**src/rtl/fp_normalize_shifter.sv**
```systemverilog
// Normalization shifter: uses the leading-one index to shift the mantissa so its
// leading one lands at bit 23, adjusting the exponent. One log-shifter stage per clock.
module fp_normalize_shifter #(
  parameter int MANT_W = 25,
  parameter int POS_W  = 5,
  parameter int EXP_W  = 8
) (
  input  logic              clk,
  input  logic              rst_n,
  input  logic              in_valid,
  output logic              in_ready,
  input  logic [MANT_W-1:0] in_mant,
  input  logic [POS_W-1:0]  in_pos,
  input  logic [EXP_W-1:0]  in_exp,
  output logic              out_valid,
  input  logic              out_ready,
  output logic [MANT_W-1:0] out_mant,
  output logic [EXP_W-1:0]  out_exp,
  output logic              out_sticky,
  output logic              out_zero,
  output logic              out_uflow,
  output logic              out_oflow,
  output logic              out_err
);
  localparam logic [1:0] IDLE  = 2'd0;
  localparam logic [1:0] SHIFT = 2'd1;
  localparam logic [1:0] DONE  = 2'd2;

  logic [1:0]        state;
  logic [2:0]        cnt;
  logic [MANT_W-1:0] mant;
  logic [EXP_W:0]    exp;
  logic [POS_W-1:0]  lsh;
  logic              sticky, f_err, f_zero, f_oflow, f_uflow;

  logic              pos_top, pos_err, acc_uflow, acc_oflow;
  logic [POS_W-1:0]  lsh_acc;
  logic [MANT_W-1:0] mant_nx;
  logic [EXP_W:0]    exp_nx;

  assign in_ready = (state == IDLE);

  // Flags are decided once from the raw operand; the shift then runs uniformly
  // so latency never depends on the operand.
  always_comb begin
    pos_top   = (in_pos == POS_W'(MANT_W-1));
    pos_err   = (in_pos > POS_W'(MANT_W-1));
    lsh_acc   = (pos_top || pos_err) ? '0 : (POS_W'(MANT_W-2) - in_pos);
    acc_uflow = (lsh_acc != '0) && ({1'b0, in_exp} <= (EXP_W+1)'(lsh_acc));
    acc_oflow = pos_top && (in_exp == {{(EXP_W-1){1'b1}}, 1'b0});
  end

  always_comb begin
    mant_nx = mant;
    exp_nx  = exp;
    if (lsh[cnt]) begin
      mant_nx = mant << ((POS_W)'(1) << cnt);
      exp_nx  = exp - ((EXP_W+1)'(1) << cnt);
    end
  end

  always_ff @(posedge clk or negedge rst_n) begin
    if (!rst_n) begin
      state      <= IDLE;
      cnt        <= '0;
      mant       <= '0;
      exp        <= '0;
      lsh        <= '0;
      sticky     <= 1'b0;
      f_err      <= 1'b0;
      f_zero     <= 1'b0;
      f_oflow    <= 1'b0;
      f_uflow    <= 1'b0;
      out_valid  <= 1'b0;
      out_mant   <= '0;
      out_exp    <= '0;
      out_sticky <= 1'b0;
      out_zero   <= 1'b0;
      out_uflow  <= 1'b0;
      out_oflow  <= 1'b0;
      out_err    <= 1'b0;
    end else begin
      case (state)
        IDLE: if (in_valid) begin
          state   <= SHIFT;
          cnt     <= 3'd4;
          lsh     <= lsh_acc;
          f_err   <= pos_err;
          f_zero  <= (in_mant == '0);
          f_oflow <= acc_oflow;
          f_uflow <= acc_uflow;
          if (pos_top) begin
            mant   <= in_mant >> 1;
            sticky <= in_mant[0];
            exp    <= {1'b0, in_exp} + (EXP_W+1)'(1);
          end else begin
            mant   <= in_mant;
            sticky <= 1'b0;
            exp    <= {1'b0, in_exp};
          end
        end
        SHIFT: begin
          mant <= mant_nx;
          exp  <= exp_nx;
          cnt  <= cnt - 3'd1;
          if (cnt == 3'd0) begin
            state      <= DONE;
            out_valid  <= 1'b1;
            out_mant   <= mant_nx;
            out_exp    <= exp_nx[EXP_W-1:0];
            out_sticky <= sticky;
            out_err    <= f_err;
            out_zero   <= 1'b0;
            out_oflow  <= 1'b0;
            out_uflow  <= 1'b0;
            if (f_err) begin
              out_sticky <= 1'b0;
            end else if (f_zero) begin
              out_zero   <= 1'b1;
              out_mant   <= '0;
              out_exp    <= '0;
              out_sticky <= 1'b0;
            end else if (f_oflow) begin
              out_oflow  <= 1'b1;
              out_mant   <= '0;
              out_exp    <= '1;
              out_sticky <= 1'b0;
            end else if (f_uflow) begin
              out_uflow  <= 1'b1;
              out_mant   <= '0;
              out_exp    <= '0;
              out_sticky <= 1'b0;
            end
          end
        end
        DONE: if (out_ready) begin
          state     <= IDLE;
          out_valid <= 1'b0;
        end
        default: state <= IDLE;
      endcase
    end
  end
endmodule
```
**config.mk**
```make
export PLATFORM = sky130hd
export DESIGN_NAME = fp_normalize_shifter
export DESIGN_NICKNAME = d
export VERILOG_FILES = /design/src/rtl/fp_normalize_shifter.sv
export SDC_FILE = /design/constraint.sdc
export NUM_CORES = 1
export LEC_CHECK = 0
export BUFFER_PORTS_ARGS = -buffer_cell sky130_fd_sc_hd__buf_2
export CAP_MARGIN = 30
export CORE_MARGIN = 2
export CORE_UTILIZATION = 25
export CTS_BUF_LIST = sky130_fd_sc_hd__clkbuf_4 sky130_fd_sc_hd__clkbuf_8
export CTS_CLUSTER_SIZE = 30
export DETAILED_ROUTE_END_ITERATION = 6
export GPL_TIMING_DRIVEN = 0
export PLACE_DENSITY = 0.38
export SETUP_SLACK_MARGIN = 0.1
export SLEW_MARGIN = 20
export SYNTH_ARGS = -nofsm -noshare
export SYNTH_HDL_FRONTEND = slang
export SYNTH_SLANG_ARGS = --single-unit
export TNS_END_PERCENT = 100
```
**constraint.sdc**
```tcl
create_clock -name clk -period 4 [get_ports clk]
set_input_delay 0.6 -clock clk [delete_from_list [all_inputs] [get_ports clk]]
set_output_delay 0.6 -clock clk [all_outputs]
set_load 0.005 [all_outputs]
```
==> impl_metrics.yaml, run 1 <==
critical_path:
  cp.required_ns: 4.30
  critPathBufInv: 4
  endpoint_kind: "register"
  critical_path_class: "reg -> reg"
  critPathTopFamily: "buffers and inverters"
  max_stage_delay_ns: 0.54
  crit_path_max_fanout: 10
  crit_slowest_cell: "dfrtp_1"
  cp-start-kind: "register"
  crit_chain: "inv_1 > ha_1 > nor2b_1 > inv_1 > buf_2 > buf_2 > ha_1 > o2111a_1 > o211a_1 > nor3_1 > a211oi_1 > a311oi_1"
  crit_arrival_ns: 3.98
clock_tree:
  cts_tree: "done"
  numCtsBuffers: 9
  ctsHtreeMaxLevel: 3
  post_cts_buffers: 0
  insertion_delay_ns: 0.39
  cts_resized: 0
  cts_root_buf: "clkbuf_8"
  holdBufCountCts: 0
  clkSinkCount: 87
  clkTransAtPathRegs_ns: 0.10
  clock_path_buffers: 2
final_layout:
  nets: 849
  fillers: 2620
  syn_to_final_growth_pct: 17.2
  layout_common_cells: "nand2_1, buf_2, dfrtp_1"
  antennaDiodeCount: 0
  final_common_cell: "nand2_1"
  post_route_cells_drive_above_1_share_pct: 19.1
sta:
  drv_slew: 0
  max_freq_ghz: 0.272
  finalCritPeriodShare_pct: 92.0
  worst_pin_slew_ns: 0.928
  rsz0062_at_grt: "false"
  hold_viol: 0
  fin_skew_ns: 0.0175
  setup_slack_ns: 0.320
  fin_crit_ns: 3.68
  slew_headroom_pct: 38.2
  setup_viol: 0
  fin_tns_setup_ns: 0
logic_synthesis:
  synthArstFlopShare_pct: 100
  syn-num-nets: 756
  synth-edff-count: 0
  syn_area_per_cell_um2: 8.95
  yosysUniqueCellTypes: 74
  seq_area_frac_synth_pct: 35.1
  netlist_instances: 693
  yosysWarnings: 0
  synth_area_um2: 6200
  synth-seq-cells: 87
  synthFlopType: "dfrtp_1"
global_route:
  grt-ovfl-total: 0
  grt_usage_pct: 21.2
  grt_pass1_wl_mm: 40.9
  grt_max_degree: 62
  grt_pass1_vias: 6233
  antenna_found_initial: 0
floorplanning:
  start_util_pct: 25.5
  die_y_um: 162
  die-area_um2: 26100
  io_pins: 82
  dieWidth_um: 162
  core_area_um2: 24300
  rows: 57
place:
  dp_slack_ns: 0.354
  hpwl_mm: 21.2
  port_buffers: 81
  gp_congestion: 0.886
pwr:
  irDropWorstVdd_uv: 258
  total_power_w: 0.00640
  p_leak_nw: 3.11
  powerDensity_nw_per_um2: 880
routing:
  wirelength_mm: 27.4
  first_iter_violations: 497
  drc: 0
  drt-wirelength-per-cell_um: 24.5
  vias_per_cell: 5.54
  drt.antenna.violating_nets: 0
  drt_pre_antenna_iters: 5
  vias: 6178
outcome:
  outcome: "complete, no violations"
hold_path:
  hold_class: "in -> async"
job:
  cap_violations: 0
area by class of cell:
cell class | count | area, µm² | area share [%]
buffer | 46 | 223 | 3.06
clock buffer | 11 | 151 | 2.08
clock inverter | 5 | 62.6 | 0.860
inverter | 15 | 58.8 | 0.809
multi-input combinational | 545 | 3750 | 51.6
sequential | 87 | 2180 | 29.9
tap | 324 | 405 | 5.58
timing repair buffer | 82 | 439 | 6.04
kinds of logic after synthesis:
group	after synthesis	synth area share (%)
compound gates	208	22.3
fa+ha+maj	21	4.36
flops	87	35.1
buf+inv	61	4.54
mux	57	13.1
xor+xnor	12	1.69
simple gates	247	18.9
through the flow:
step / hold slack (ns) / instance area, µm² / cells / utilization [%]
2_1_floorplan: 0.304 / 6200 / 693 / -
3_3_place_gp: 0.459 / 7020 / 1098 / 28.8
3_5_place_dp: 0.462 / 7060 / 1099 / 29.0
4_1_cts: 0.0506 / 7270 / 1115 / 29.9
5_1_grt: 0.0564 / 7270 / 1115 / 29.9
6_report: 0.0551 / 7270 / 1115 / 29.9
final timing paths:
path                        startpoint  slack, ns           to  cells past startpoint
min                              rst_n       0.06     mant[22]                      1
min in group clk             out_ready       0.41     state[1]                      2
min reg2reg                out_mant[8]       0.49  out_mant[8]                      2
max                             cnt[0]       0.32       exp[7]                     12
max reg2reg                     cnt[0]       0.32       exp[7]                     12
max in group asynchronous        rst_n       3.32      mant[7]                      2
state kept, by name, indices dropped and copies added, names as in the netlist:
name / flops
out_err: 1
mant: 25
sticky: 1
f_err: 1
f_zero: 1
out_sticky: 1
lsh: 5
out_mant: 25
out_uflow: 1
state: 2
out_oflow: 1
f_uflow: 1
out_exp: 8
cnt: 3
exp: 8
out_zero: 1
f_oflow: 1
out_valid: 1
cells in the mapped netlist, types with 5 or more instances:
cell      number  share of area [%]
nand3_1       17                1.4
o21ai_0       39                3.1
buf_2         10               0.81
and2_1         5               0.50
dfrtp_1       87                 35
a221o_1        9                1.5
ha_1          20                4.0
mux4_2        18                6.5
a22oi_1       15                1.8
nor3b_1        5               0.61
o221ai_1      12                1.7
clkbuf_1      28                1.7
nor4_1         8               0.81
nor3_1        17                1.4
o21a_1         5               0.61
xnor2_1        8                1.1
a211oi_1       6               0.73
mux2i_1       35                5.6
a22o_1         6               0.85
nor2b_1        8               0.81
o21ai_1       17                1.4
nand2b_1       9               0.91
nand2_1      116                7.0
a21oi_1       53                4.3
o31ai_1        6               0.73
inv_1         12               0.73
a32oi_1        5               0.71
a31oi_1        5               0.50
nand4_1        7               0.71
nor2_1        36                2.2
layer usage:
| metal | up-vias | GRT usage, % | share of wire [%] |
|---|---|---|---|
| met3 | 47 | 3.18 | 5.0 |
| met2 | 250 | 34.9 | 47 |
| met1 | 3116 | 28.0 | 44 |
| met4 | 0 | 7.95 | 3.8 |
| li1 | 2765 | - | - |
| met5 | - | 0 | 0 |
report_power, final:
group	total (W)	internal, W	switching, W
Sequential	0.00174	0.00126	0.000478
Combinational	0.00396	0.00150	0.00245
Clock	0.000707	0.000328	0.000380
worst register-to-register path, delay by kind of cell, from the launching register on:
family | cells | cell delay (ns)
buf+inv | 4 | 0.89
compound gates | 4 | 0.81
fa+ha+maj | 2 | 0.69
simple gates | 2 | 0.65
flops | 1 | 0.54
Note: power is estimated with default switching activity, not from simulation.
==> run 2, diff against run 1 <==
- ABC_AREA: not set -> 1
==> impl_metrics.yaml, run 2 <==
floorplanning:
  io_pins: 82
  rows: 59
  core_area_um2: 25900
  start_util_pct: 25.3
  die_y_um: 166
  die-area_um2: 27500
  dieWidth_um: 166
routing:
  vias: 6799
  first_iter_violations: 642
  drt_pre_antenna_iters: 5
  wirelength_mm: 27.2
  vias_per_cell: 4.81
  drc: 0
  drt-wirelength-per-cell_um: 19.3
  drt.antenna.violating_nets: 0
logic_synthesis:
  synthFlopType: "dfrtp_1"
  synth_top_cell_by_area: "dfrtp_1"
  synth-seq-cells: 87
  yosysWarnings: 0
  synthArstFlopShare_pct: 100
  synth_most_common_cell: "nand2_1"
  syn-num-nets: 1043
  netlist_top_cells_area: "dfrtp_1, nand2_1, nand3_1"
  synth-edff-count: 0
  synth_area_um2: 6540
  seq_area_frac_synth_pct: 33.3
  syn_area_per_cell_um2: 6.68
  yosysUniqueCellTypes: 48
  netlist_instances: 980
  synth_commonest_cells: "nand2_1, nand3_1, dfrtp_1"
  synth_top_area_share_pct: 33.3
pwr:
  powerDensity_nw_per_um2: 854
  clockPowerShare_pct: 10.5
  p_int_w: 0.00294
  p_seq_share_pct: 24.5
  p_leak_nw: 4.03
  switching_share_pct: 54.8
  irDropWorstVdd_uv: 259
  switchingPower_w: 0.00356
  combPwrFrac_pct: 64.9
global_route:
  grt_usage_pct: 19.8
  grt_max_degree: 52
  grt-ovfl-total: 0
  grt_pass1_wl_mm: 41.3
  antenna_found_initial: 0
  grt_pass1_vias: 6527
outcome:
  outcome: "complete, no violations"
final_layout:
  antennaDiodeCount: 0
  layout_common_cells: "nand2_1, nand3_1, buf_2"
  largest_registers: "mant (25), out_mant (25)"
  nets: 1136
  final_common_cell: "nand2_1"
  fillers: 2945
  syn_to_final_growth_pct: 16.2
  post-route-util_pct: 29.3
  post_route_cells_drive_above_1_share_pct: 16.4
sta:
  rsz0062_at_grt: "false"
  fin_tns_setup_ns: 0
  finalCritPeriodShare_pct: 77.4
  setup_viol: 0
  fin_skew_ns: 0.0201
  fin_crit_ns: 3.10
  max_freq_ghz: 0.323
  worst_pin_slew_ns: 0.661
  hold_viol: 0
  slew_headroom_pct: 55.8
  drv_slew: 0
  hold_slack_ns: 0.0963
critical_path:
  cp.required_ns: 4.28
  critical_path_class: "reg -> reg"
  endpoint_kind: "register"
  r2r-start: "cnt[1]"
  crit_slowest_cell: "dfrtp_1"
  reg2regPathDepth: 16
  setup.worst_path.start: "cnt[1]"
  max_stage_delay_ns: 0.47
  crit_chain: "inv_1 > ha_1 > buf_4 > inv_1 > nor2_4 > buf_4 > ha_1 > inv_1 > fa_1 > nand4_1 > nand3_1 > xor2_1 > nand2_1 > nand2_1 > o21ai_0 > nand2_1"
  r2r-end: "out_exp[6]"
  r2r_setup_slack_ns: 0.90
  crit_path_max_fanout: 11
  cp-start-kind: "register"
  cp-endpoint: "out_exp[6]"
  crit_arrival_ns: 3.38
job:
  cap_violations: 0
clock_tree:
  numCtsBuffers: 9
  clock_path_buffers: 2
  clkTransAtPathRegs_ns: 0.11
  post_cts_buffers: 0
  insertion_delay_ns: 0.40
  clkSinkCount: 87
  ctsHtreeMaxLevel: 3
  cts_resized: 0
  cts_root_buf: "clkbuf_8"
  cts_tree: "done"
  holdBufCountCts: 0
hold_path:
  hold_class: "in -> async"
place:
  port_buffers: 81
  gp_congestion: 0.940
  hpwl_mm: 21.3
## run 2: cell count changes in the layout (fill, tap and decap cells not counted), sizes merged, moves of 9 or more
cell,before,now
mux2i,36,0
a22oi,15,3
a221o,9,0
o221ai,12,1
nor3,19,6
a21oi,53,15
nand2b,10,0
mux4,18,0
buf,100,120
clkbuf,39,18
nand3,17,128
inv,16,94
a32oi,5,16
nand2,116,409
## run 2: worst max-delay path: cells and delay by family, from the launching register on
| family | cells | cell delay (ns) |
|---|---|---|
| buffers and inverters | 5 | 0.83 |
| adder cells (fa/ha/maj) | 3 | 0.80 |
| AND/OR/NAND/NOR | 6 | 0.59 |
| flip-flops | 1 | 0.47 |
| XOR/XNOR | 1 | 0.15 |
| AO/OA/AOI/OAI | 1 | 0.14 |
## run 2: through the flow
step                      area [µm²]  total power (W)  setup WS (ns)  instances
after global placement          7370          0.00582          0.898       1396
final                           7600          0.00650          0.903       1413
after floorplan                 6540          0.00434           1.46        980
after detailed placement        7400          0.00579          0.929       1397
after CTS                       7600          0.00651          0.912       1413
after global routing            7600          0.00712          0.649       1413
## run 2: final cells by class
cell class | count | area [µm²] | share of cell area (%)
Sequential cell | 87 | 2180 | 28.6
Inverter | 92 | 348 | 4.58
Multi-Input combinational cell | 755 | 3720 | 48.9
Clock inverter | 6 | 68.8 | 0.905
Timing Repair Buffer | 82 | 439 | 5.78
Clock buffer | 10 | 131 | 1.73
Buffer | 46 | 302 | 3.97
Tap cell | 335 | 419 | 5.51
## run 2: worst min path at each step
| stage | end | depth (start not counted) |
|---|---|---|
| 2_1_floorplan | cnt[0] | 0 |
| 3_3_place_gp | out_exp[1] | 2 |
| 3_5_place_dp | out_exp[1] | 2 |
| 4_1_cts | out_sticky | 1 |
| 5_1_grt | f_uflow | 1 |
| 6_report | out_sticky | 1 |
## run 2: logic make-up after synthesis
kind of cell             Yosys count  share of synthesized area [%]
adder cells (fa/ha/maj)           21                           4.13
buffers and inverters            138                           9.92
flip-flops                        87                           33.3
AO/OA/AOI/OAI                    123                           12.3
AND/OR/NAND/NOR                  603                           39.3
XOR/XNOR                           8                           1.07
## run 2: power by group through the flow
stage	combinational, W	sequential [W]	clock [W]
6_report	0.00422	0.00159	0.000684
5_1_grt	0.00473	0.00164	0.000746
3_3_place_gp	0.00421	0.00161	0
4_1_cts	0.00420	0.00159	0.000713
3_5_place_dp	0.00419	0.00161	0
2_1_floorplan	0.00282	0.00152	0
## run 2: routing by layer
metal	global-route usage, %	share of wire (%)
met5	0	0
met4	4.39	1.4
met3	3.60	5.4
met2	29.6	43
met1	29.6	50
==> run 3, diff against run 2 <==
- clock period: 4 -> 3.2 ns (I/O delays scaled with it)
==> impl_metrics.yaml, run 3 (same netlist as run 2, synthesis figures left out) <==
pwr:
  p_leak_nw: 4.04
  powerDensity_nw_per_um2: 1070
  combPwrFrac_pct: 64.9
  switchingPower_w: 0.00446
  clockPowerShare_pct: 10.6
  switching_share_pct: 54.7
  p_seq_share_pct: 24.5
  irDropWorstVdd_uv: 326
  p_int_w: 0.00368
final_layout:
  post_route_cells_drive_above_1_share_pct: 16.7
  syn_to_final_growth_pct: 16.5
  antennaDiodeCount: 0
  layout_common_cells: "nand2_1, nand3_1, buf_2"
  nets: 1138
  final_common_cell: "nand2_1"
  largest_registers: "mant (25), out_mant (25)"
  post-route-util_pct: 29.4
critical_path:
  setup.worst_path.start: "cnt[1]"
  cp-endpoint: "out_exp[6]"
  reg2regPathDepth: 16
  r2r-end: "out_exp[6]"
  crit_path_max_fanout: 11
  r2r_setup_slack_ns: 0.35
  critPathTopFamily: "adder cells"
  crit_slowest_cell: "dfrtp_1"
  cp-start-kind: "register"
  critical_path_depth: 16
  max_stage_delay_ns: 0.47
  crit_chain: "inv_2 > ha_1 > buf_4 > inv_1 > nor2_4 > buf_6 > ha_1 > inv_1 > fa_1 > nand4_1 > nand3_1 > xor2_1 > nand2_1 > nand2_1 > o21ai_0 > nand2_1"
  critical_path_class: "reg -> reg"
  crit_arrival_ns: 3.14
  endpoint_kind: "register"
  r2r-start: "cnt[1]"
  cpMostUsedCell: "nand2_1"
  cp.required_ns: 3.49
  critPathBufInv: 5
global_route:
  grt_max_degree: 52
  antenna_found_initial: 0
  grt_pass1_vias: 6537
  grt_pass1_wl_mm: 41.4
  grt-ovfl-total: 0
  grt_usage_pct: 19.8
sta:
  slew_headroom_pct: 56.1
  fin_skew_ns: 0.0207
  rsz0062_at_grt: "false"
  max_freq_ghz: 0.350
  drv_slew: 0
  setup_viol: 0
  worst_pin_slew_ns: 0.657
  fin_tns_setup_ns: 0
  fin_crit_ns: 2.85
  finalCritPeriodShare_pct: 89.2
  hold_viol: 0
  setup_slack_ns: 0.346
place:
  hpwl_mm: 21.3
  gp_congestion: 0.940
  dp_slack_ns: 0.129
  port_buffers: 81
floorplanning:
  die-area_um2: 27500
  start_util_pct: 25.3
  dieWidth_um: 166
  core_area_um2: 25900
  die_y_um: 166
  rows: 59
  io_pins: 82
clock_tree:
  clkSinkCount: 87
  insertion_delay_ns: 0.40
  numCtsBuffers: 9
  cts_root_buf: "clkbuf_8"
  ctsHtreeMaxLevel: 3
  cts_tree: "done"
  clkTransAtPathRegs_ns: 0.10
  clock_path_buffers: 2
routing:
  drc: 0
  drt_pre_antenna_iters: 7
  drt-wirelength-per-cell_um: 19.3
  first_iter_violations: 616
  vias_per_cell: 4.83
  vias: 6836
  drt.antenna.violating_nets: 0
  wirelength_mm: 27.3
hold_path:
  hold_path.startpoint: "out_ready"
  hold_class: "in -> reg"
outcome:
  outcome: "complete, no violations"
job:
  cap_violations: 0
==> run 3: cell count changes in the layout (fill, tap and decap cells not counted) <==
cell	before	now
dlygate4sd3_1	0	1
buf_6	9	10
inv_1	83	81
inv_2	8	10
o21ai_1	12	13
o21ai_0	46	45
==> run 3: final cells by class <==
type                       count  area (µm²)
buffer                        46         305
clock buffer                  10         131
clock inverter                 6        68.8
fill                        2944       18300
inverter                      92         348
multi-input combinational    755        3720
sequential                    87        2180
tap                          335         419
timing repair buffer          84         457
==> run 3: power groups by stage <==
stage,clock (W),combinational (W),sequential [W]
after floorplan,0,0.00353,0.00190
after global placement,0,0.00526,0.00201
after detailed placement,0,0.00523,0.00201
after CTS,0.000892,0.00526,0.00199
after global routing,0.000933,0.00593,0.00206
final,0.000861,0.00529,0.00199
==> run 3: worst reg2reg max path, cell delays in order, from the launching register on <==
cell and delay [ns]:
dfrtp_1 0.47, inv_2 0.15, ha_1 0.16, buf_4 0.21
inv_1 0.10, nor2_4 0.12, buf_6 0.19, ha_1 0.17
inv_1 0.05, fa_1 0.44, nand4_1 0.13, nand3_1 0.09
xor2_1 0.15, nand2_1 0.06, nand2_1 0.06, o21ai_0 0.14
nand2_1 0.06
==> run 3: routing by layer <==
| metal | GRT usage (%) | share of wire [%] | up-vias |
|---|---|---|---|
| met5 | 0 | 0 | - |
| met4 | 4.39 | 1.4 | 0 |
| met3 | 3.60 | 6.0 | 16 |
| met2 | 29.6 | 43 | 208 |
| met1 | 29.6 | 50 | 3228 |
| li1 | - | - | 3384 |
==> run 3: worst min-delay path by stage <==
stage,end,slack [ns],depth (start not counted)
5_1_grt,state[1],0.29,2
6_report,state[1],0.29,2
3_3_place_gp,out_exp[1],0.46,2
4_1_cts,state[1],0.27,2
3_5_place_dp,f_uflow,0.42,1
2_1_floorplan,cnt[0],0.18,0
==> run 3: what timing repair did <==
item | CTS | global route
resized for setup | 0 | 4
setup buffers | 0 | 1
hold endpoints to repair | 21 | 0
setup endpoints to repair | 0 | 12
hold buffers | 1 | 0
==> run 3: per-stage QoR <==
stage	cells	total power, W	area [µm²]	hold slack, ns
after floorplan	980	0.00543	6540	0.184
after global placement	1396	0.00727	7370	0.461
after detailed placement	1397	0.00724	7400	0.425
after CTS	1414	0.00814	7610	0.270
after global routing	1415	0.00892	7620	0.287
final	1415	0.00814	7620	0.289
